$ cat src/rtl/sdrstick_rx_packer.sv
// Multi-channel receiver sample packer: captures one I/Q frame per channel, round-robin
// serialises frames (optional header, sign-extended or packed-16 data) into a 32-bit FIFO.
module sdrstick_rx_packer #(
   parameter int unsigned NUM_CH   = 4,
   parameter int unsigned SAMPLE_W = 24,
   parameter int unsigned OVF_W    = 16
) (
   input  logic                       clk,
   input  logic                       reset_n,
   input  logic [NUM_CH-1:0]          in_strobe,
   input  logic [NUM_CH*SAMPLE_W-1:0] in_i,
   input  logic [NUM_CH*SAMPLE_W-1:0] in_q,
   output logic [31:0]                fifo_writedata,
   output logic                       fifo_write,
   input  logic                       fifo_full,
   input  logic [2:0]                 ctl_address,
   input  logic                       ctl_read,
   output logic [31:0]                ctl_readdata,
   input  logic                       ctl_write,
   input  logic [31:0]                ctl_writedata
);

   localparam int unsigned CW = (NUM_CH > 1) ? $clog2(NUM_CH) : 1;

   typedef enum logic [1:0] {StIdle, StHdr, StData0, StData1} state_e;

   state_e                state_q, state_d;
   logic [2:0]            ctrl_q, ctrl_d;
   logic [NUM_CH-1:0]     mask_q, mask_d, sticky_q, sticky_d;
   logic [OVF_W-1:0]      ovf_q, ovf_d;
   logic [OVF_W:0]        ovf_sum;
   logic [31:0]           frames_q, frames_d;
   logic [NUM_CH-1:0]     strobe_q, pending_q, pending_d;
   logic [NUM_CH-1:0]     capture, ovf_vec, eff_pend, granted_vec;
   logic [CW-1:0]         rr_q, rr_d, grant, out_ch_q;
   logic                  grant_valid, load, frame_done, enable;
   logic [SAMPLE_W-1:0]   hold_i_q [NUM_CH];
   logic [SAMPLE_W-1:0]   hold_q_q [NUM_CH];
   logic [SAMPLE_W-1:0]   out_i_q, out_q_q;
   logic                  out_fmt_q;
   logic [15:0]           seq_q [NUM_CH];
   logic [31:0]           wdata_q, wdata_d, rdata_q, rdata_d;
   logic                  unused_wdata;

   function automatic logic [31:0] sext(input logic [SAMPLE_W-1:0] v);
      logic signed [SAMPLE_W-1:0] s;
      s = v;
      return 32'(s);
   endfunction

   function automatic logic [31:0] pack16(input logic [SAMPLE_W-1:0] vi,
                                          input logic [SAMPLE_W-1:0] vq);
      return {vi[SAMPLE_W-1 -: 16], vq[SAMPLE_W-1 -: 16]};
   endfunction

   assign enable         = ctrl_q[0];
   assign eff_pend       = pending_q & mask_q & {NUM_CH{enable}};
   assign unused_wdata   = ^ctl_writedata;
   assign fifo_writedata = wdata_q;
   assign ctl_readdata   = rdata_q;
   // Strobe is gated by fifo_full so a word is never offered to a full FIFO
   assign fifo_write     = (state_q != StIdle) && !fifo_full;

   // Round-robin search for the first enabled pending channel at or after rr_q
   always_comb begin
      logic [CW:0] idx;
      grant_valid = 1'b0;
      grant       = '0;
      idx         = '0;
      for (int off = 0; off < int'(NUM_CH); off++) begin
         idx = {1'b0, rr_q} + (CW+1)'(off);
         if (idx >= (CW+1)'(NUM_CH)) idx = idx - (CW+1)'(NUM_CH);
         if (!grant_valid && eff_pend[idx[CW-1:0]]) begin
            grant_valid = 1'b1;
            grant       = idx[CW-1:0];
         end
      end
      if (state_q != StIdle) grant_valid = 1'b0;
      granted_vec = grant_valid ? (NUM_CH'(1) << grant) : '0;
      rr_d        = rr_q;
      if (grant_valid) rr_d = (grant == CW'(NUM_CH - 1)) ? '0 : grant + CW'(1);
   end

   // Edge capture, pending bookkeeping and overflow detection per channel
   always_comb begin
      pending_d = pending_q;
      capture   = '0;
      ovf_vec   = '0;
      ovf_sum   = {1'b0, ovf_q};
      for (int k = 0; k < int'(NUM_CH); k++) begin
         capture[k] = enable && mask_q[k] && in_strobe[k] && !strobe_q[k];
         if (!enable || !mask_q[k]) begin
            pending_d[k] = 1'b0;
         end else if (capture[k]) begin
            pending_d[k] = 1'b1;
            ovf_vec[k]   = pending_q[k] && !granted_vec[k];
         end else if (granted_vec[k]) begin
            pending_d[k] = 1'b0;
         end
         ovf_sum = ovf_sum + (OVF_W+1)'(ovf_vec[k]);
      end
   end

   // Word sequencer: first word is formed at grant, later words as each one is accepted
   always_comb begin
      state_d    = state_q;
      wdata_d    = wdata_q;
      load       = 1'b0;
      frame_done = 1'b0;
      unique case (state_q)
         StIdle: begin
            if (grant_valid) begin
               load = 1'b1;
               if (ctrl_q[2]) begin
                  state_d = StHdr;
                  wdata_d = {8'hA5, 4'h0, 4'(grant), seq_q[grant]};
               end else begin
                  state_d = StData0;
                  wdata_d = ctrl_q[1] ? pack16(hold_i_q[grant], hold_q_q[grant])
                                      : sext(hold_i_q[grant]);
               end
            end
         end
         StHdr: begin
            if (!fifo_full) begin
               state_d = StData0;
               wdata_d = out_fmt_q ? pack16(out_i_q, out_q_q) : sext(out_i_q);
            end
         end
         StData0: begin
            if (!fifo_full) begin
               if (out_fmt_q) begin
                  state_d    = StIdle;
                  frame_done = 1'b1;
               end else begin
                  state_d = StData1;
                  wdata_d = sext(out_q_q);
               end
            end
         end
         StData1: begin
            if (!fifo_full) begin
               state_d    = StIdle;
               frame_done = 1'b1;
            end
         end
         default: state_d = StIdle;
      endcase
   end

   // Control register updates and read-back mux
   always_comb begin
      ctrl_d   = ctrl_q;
      mask_d   = mask_q;
      sticky_d = sticky_q;
      ovf_d    = ovf_sum[OVF_W] ? '1 : ovf_sum[OVF_W-1:0];
      frames_d = frames_q + 32'(frame_done);
      if (ctl_write) begin
         unique case (ctl_address)
            3'd0:    ctrl_d   = ctl_writedata[2:0];
            3'd1:    mask_d   = ctl_writedata[NUM_CH-1:0];
            3'd2:    sticky_d = sticky_q & ~ctl_writedata[NUM_CH-1:0];
            3'd3:    ovf_d    = '0;
            3'd4:    frames_d = '0;
            default: ;
         endcase
      end
      // A new overflow in the clearing cycle stays visible
      sticky_d = sticky_d | ovf_vec;

      rdata_d = '0;
      unique case (ctl_address)
         3'd0: rdata_d[2:0] = ctrl_q;
         3'd1: rdata_d[NUM_CH-1:0] = mask_q;
         3'd2: begin
            rdata_d[NUM_CH-1:0] = sticky_q;
            rdata_d[31]         = (state_q != StIdle);
         end
         3'd3:    rdata_d[OVF_W-1:0] = ovf_q;
         3'd4:    rdata_d = frames_q;
         default: ;
      endcase
   end

   // State, control registers and sample datapath
   always_ff @(posedge clk or negedge reset_n) begin
      if (!reset_n) begin
         state_q   <= StIdle;
         ctrl_q    <= '0;
         mask_q    <= '0;
         sticky_q  <= '0;
         ovf_q     <= '0;
         frames_q  <= '0;
         strobe_q  <= '0;
         pending_q <= '0;
         rr_q      <= '0;
         out_ch_q  <= '0;
         out_i_q   <= '0;
         out_q_q   <= '0;
         out_fmt_q <= 1'b0;
         wdata_q   <= '0;
         rdata_q   <= '0;
         for (int k = 0; k < int'(NUM_CH); k++) begin
            hold_i_q[k] <= '0;
            hold_q_q[k] <= '0;
            seq_q[k]    <= '0;
         end
      end else begin
         state_q   <= state_d;
         ctrl_q    <= ctrl_d;
         mask_q    <= mask_d;
         sticky_q  <= sticky_d;
         ovf_q     <= ovf_d;
         frames_q  <= frames_d;
         strobe_q  <= in_strobe;
         pending_q <= pending_d;
         rr_q      <= rr_d;
         wdata_q   <= wdata_d;
         if (ctl_read && !ctl_write) rdata_q <= rdata_d;
         for (int k = 0; k < int'(NUM_CH); k++) begin
            if (capture[k]) begin
               hold_i_q[k] <= in_i[k*SAMPLE_W +: SAMPLE_W];
               hold_q_q[k] <= in_q[k*SAMPLE_W +: SAMPLE_W];
            end
         end
         if (load) begin
            out_i_q   <= hold_i_q[grant];
            out_q_q   <= hold_q_q[grant];
            out_ch_q  <= grant;
            out_fmt_q <= ctrl_q[1];
         end
         if (frame_done) seq_q[out_ch_q] <= seq_q[out_ch_q] + 16'd1;
      end
   end

endmodule
$ cat config.mk
export PLATFORM = sky130hd
export DESIGN_NAME = sdrstick_rx_packer
export DESIGN_NICKNAME = d
export VERILOG_FILES = /design/src/rtl/sdrstick_rx_packer.sv
export SDC_FILE = /design/constraint.sdc
export NUM_CORES = 1
export LEC_CHECK = 0
export CORE_ASPECT_RATIO = 0.6
export CORE_MARGIN = 5
export CORE_UTILIZATION = 56
export DETAILED_ROUTE_END_ITERATION = 6
export GPL_TIMING_DRIVEN = 0
export HOLD_SLACK_MARGIN = 0.08
export MAX_ROUTING_LAYER = met4
export PLACE_DENSITY = 0.9
export REMOVE_ABC_BUFFERS = 1
export SLEW_MARGIN = 30
export SYNTH_ARGS = -nofsm -noshare
export SYNTH_HDL_FRONTEND = slang
export SYNTH_SLANG_ARGS = --single-unit
$ cat constraint.sdc
create_clock -name clk -period 5.45 [get_ports clk]
set_input_delay 0.545 -clock clk [delete_from_list [all_inputs] [get_ports clk]]
set_output_delay 0.545 -clock clk [all_outputs]
set_load 0.01 [all_outputs]
==> run_results.csv <==
group,metric,value,unit
cts,cts_inserted_buffers,42,
worst_setup_path,ff2ff_path_depth,18,
timing,fmax,0.191,GHz
timing,setup_ws,0.215,ns
timing,slew_violations,0,
outcome,status,"complete, no violations",
worst_setup_path,r2r_start,"mask_q[3]$_DFFE_PN0P_",
die,ios,301,
placed_design,place_ws,-0.704,ns
routing,post_drt_wl_per_cell,24.0,um
cells_and_area,area_growth,22.8,%
routing,viasPerCell,6.46,
grt,grt_overflow_total,0,
grt,grt_pass1_vias,18700,
routing,remaining_drc_errors,0,
timing,relSlewSlack,33.4,%
cts,clock_sink_count,442,
die,start_util,56.4,%
cts,clk_pin_slew,0.07,ns
yosys,avgSynthCellArea,10.7,um2
worst_setup_path,cp.required,5.86,ns
routing,wl_met1,27.5,mm
die,die-area,43400,um2
worst_setup_path,worst_setup_path_start_kind,"flop",
timing,skew,0.0185,ns
yosys,yosysWarnings,0,
die,rows,56,
cts,cts_root_buffer,"clkbuf_16",
placed_design,port_buffers,272,
yosys,synthCells,2052,
timing,worstMarginPinSlew,0.996,ns
timing,whs,0.467,ns
cells_and_area,final_cell_mix,"dfrtp_1, nand2_1, clkdlybuf4s50_1",
cells_and_area,nNetsFinal,2519,
timing,hold_viol,0,
worst_setup_path,cp_cell_sequence,"a22oi_1 -> a311o_2 -> nor2_4 -> buf_16 -> inv_6 -> ha_1 -> inv_1 -> o21ai_0 -> or2_2 -> fa_1 -> inv_1 -> fa_1 -> fa_1 -> nand2_1 -> nor2_1 -> and3_1 -> xnor2_1 -> a21oi_1",
yosys,yosysUniqueCellTypes,76,
cells_and_area,final_common_cell,"dfrtp_1",
yosys,async_reset_ff_share,100,%
timing,min_period,5.24,ns
yosys,synth_area_leaders,"dfrtp_1, mux2_2, nand2_1, o21ai_0, a21oi_1",
run,cap_viol_max_count,0,
grt,grt_first_pass_wirelength,105,mm
die,die_w,266,um
cts,htreeDepth,2,
grt,grt_max_degree,92,
timing,finalSetupViolCount,0,
routing,wl_met3,7.74,mm
routing,totalWireLength,67.7,mm
worst_setup_path,slowest_stage,"dfrtp_1",
routing,dr_wl_met2,30.5,mm
routing,top_layer_used,"met4",
yosys,synthFlopType,"dfrtp_1",
grt,track_usage,31.5,%
yosys,synth_area,21900,um2
worst_setup_path,crit_path_max_incr_delay,0.58,ns
die,fp.dieH,163,um
placed_design,gp_congestion,0.933,
power,vdd_drop_max,0.270,mV
min_path,worstHoldStart,"in_strobe[1]",
worst_setup_path,cp-end-kind,"flop",
worst_setup_path,crit_path_frequent_cell,"fa_1",
cts,insertion_delay,0.56,ns
worst_setup_path,crit_type,"reg2reg",
timing,min_period_over_period,96.1,%
routing,drt-initial-drc-count,2010,
yosys,synth_edf_count,0,
worst_setup_path,arrival,5.65,ns
cells_and_area,drive_above_1_share,18.4,%
worst_setup_path,cp-startpoint,"mask_q[3]$_DFFE_PN0P_",
yosys,ys_seq_area_share,50.4,%
placed_design,hpwl,46.9,mm
worst_setup_path,worstPathMaxFanout,55,
grt,grt_antenna_before_repair,0,
yosys,synth_top_area_share,50.4,%
cts,cts_tree,"yes",
min_path,worstHoldPathCells,1,
die,core,38900,um2
cts,cts_buffer_depth,3,
min_path,worst_hold_path_type,"in2reg",
timing,rsz0062_at_grt,"no",
power,pwr_density_cell,468,nW/um2
routing,dr.pass1.iters,6,
routing,via_count,18200,
routing,detail-route-antenna-nets,0,
yosys,yosys.area.top_type,"dfrtp_1",
timing,fin_tns_setup,0,ns
yosys,yosys_register_bits,442,
power,leakage,11.4,nW
## sequential cells by signal (all words and copies together), names as in the netlist, 16 cells and up
signal,cells
hold_i_q,96
frames_q,32
out_i_q,24
fifo_writedata,32
ctl_readdata,32
out_q_q,24
seq_q,64
hold_q_q,96
ovf_q,16
## kinds of logic after synthesis
| kind of cell | count (synthesis) | share of synthesized area (%) |
|---|---|---|
| buffers and inverters | 180 | 3.54 |
| XOR/XNOR | 47 | 1.88 |
| AND/OR/NAND/NOR | 568 | 11.7 |
| multiplexers | 299 | 16.0 |
| AO/OA/AOI/OAI | 501 | 15.5 |
| adder cells (fa/ha/maj) | 15 | 0.958 |
| flip-flops | 442 | 50.4 |
## stage by stage
step | std cells | utilization (%) | area [um2] | total power, W
2_1_floorplan | 1901 | - | 21300 | 0.00766
3_3_place_gp | 2695 | 63.4 | 24700 | 0.00912
3_5_place_dp | 2737 | 65.6 | 25500 | 0.00949
4_1_cts | 2813 | 69.2 | 26900 | 0.0125
5_1_grt | 2818 | 69.3 | 26900 | 0.0132
6_report | 2819 | 69.3 | 27000 | 0.0126
## cells in the mapped netlist, drive strengths merged, types with 4 or more instances
library cell    n
nor2          105
o31ai          21
ha             12
nor3           28
o31a            8
xnor2          22
a311oi          8
mux2          242
a221o          18
and2            5
a22o            5
a32o            9
a21oi         109
o211a          14
o211ai         33
nand3          37
a31oi          15
buf            56
and4            4
or3            12
nand2         274
o21ai         131
and3           53
a32oi          10
a2111oi         7
nand2b         11
nand3b          4
o2111ai         5
or2             4
mux2i          39
nor3b           4
a211oi         28
a22oi          24
inv            29
clkbuf         95
xor2           25
dfrtp         442
nor2b           7
a21o           16
nor4            4
nand4          11
a221oi         17
mux4           18
## final cells by class
| cell class | instances | area (um2) |
|---|---|---|
| Antenna cell | 1 | 2.50 |
| Clock buffer | 56 | 1160 |
| Clock inverter | 16 | 189 |
| Fill cell | 2735 | 11900 |
| Inverter | 29 | 119 |
| Multi-Input combinational cell | 1430 | 10300 |
| Sequential cell | 442 | 11100 |
| Tap cell | 522 | 653 |
| Timing Repair Buffer | 323 | 3490 |
## report_power, final
group,internal [W],total (W),switching (W)
Combinational,0.00203,0.00431,0.00228
Sequential,0.00443,0.00532,0.000884
Clock,0.00169,0.00297,0.00128
## layer usage
metal  global-route usage, %  vias to the layer above
met1                    42.8                     9105
met5                       -                        -
met3                    9.18                      194
met2                    46.8                     1028
li1                        -                     7876
met4                    9.02                        0
## critical path, delay by kind of cell (launching register included)
family          cells  cell delay, ns
compound gates      4            0.98
xor+xnor            1            0.16
fa+ha+maj           4            1.75
buf+inv             4            0.55
flops               1            0.58
simple gates        5            1.04
## what timing repair did
item,CTS,global route
resized for setup,3,2
pin swaps,2,1
buffers inserted,3,5
setup endpoints to repair,16,16
hold endpoints to repair,69,0
hold buffers,1,0
## worst paths after layout
kind / to / slack [ns]
hold / removal: strobe_q[1]$_DFF_PN0_ / 0.47
min in group asynchronous: hold_q_q[9]$_DFFE_PN0P_ / 0.57
setup / recovery: ovf_q[8]$_DFF_PN0_ / 0.21
setup reg to reg: ovf_q[8]$_DFF_PN0_ / 0.21
max in group asynchronous: hold_q_q[55]$_DFFE_PN0P_ / 3.69
hold reg to reg: out_i_q[1]$_DFFE_PN0P_ / 0.48
Power figures use the tool's default switching activity.
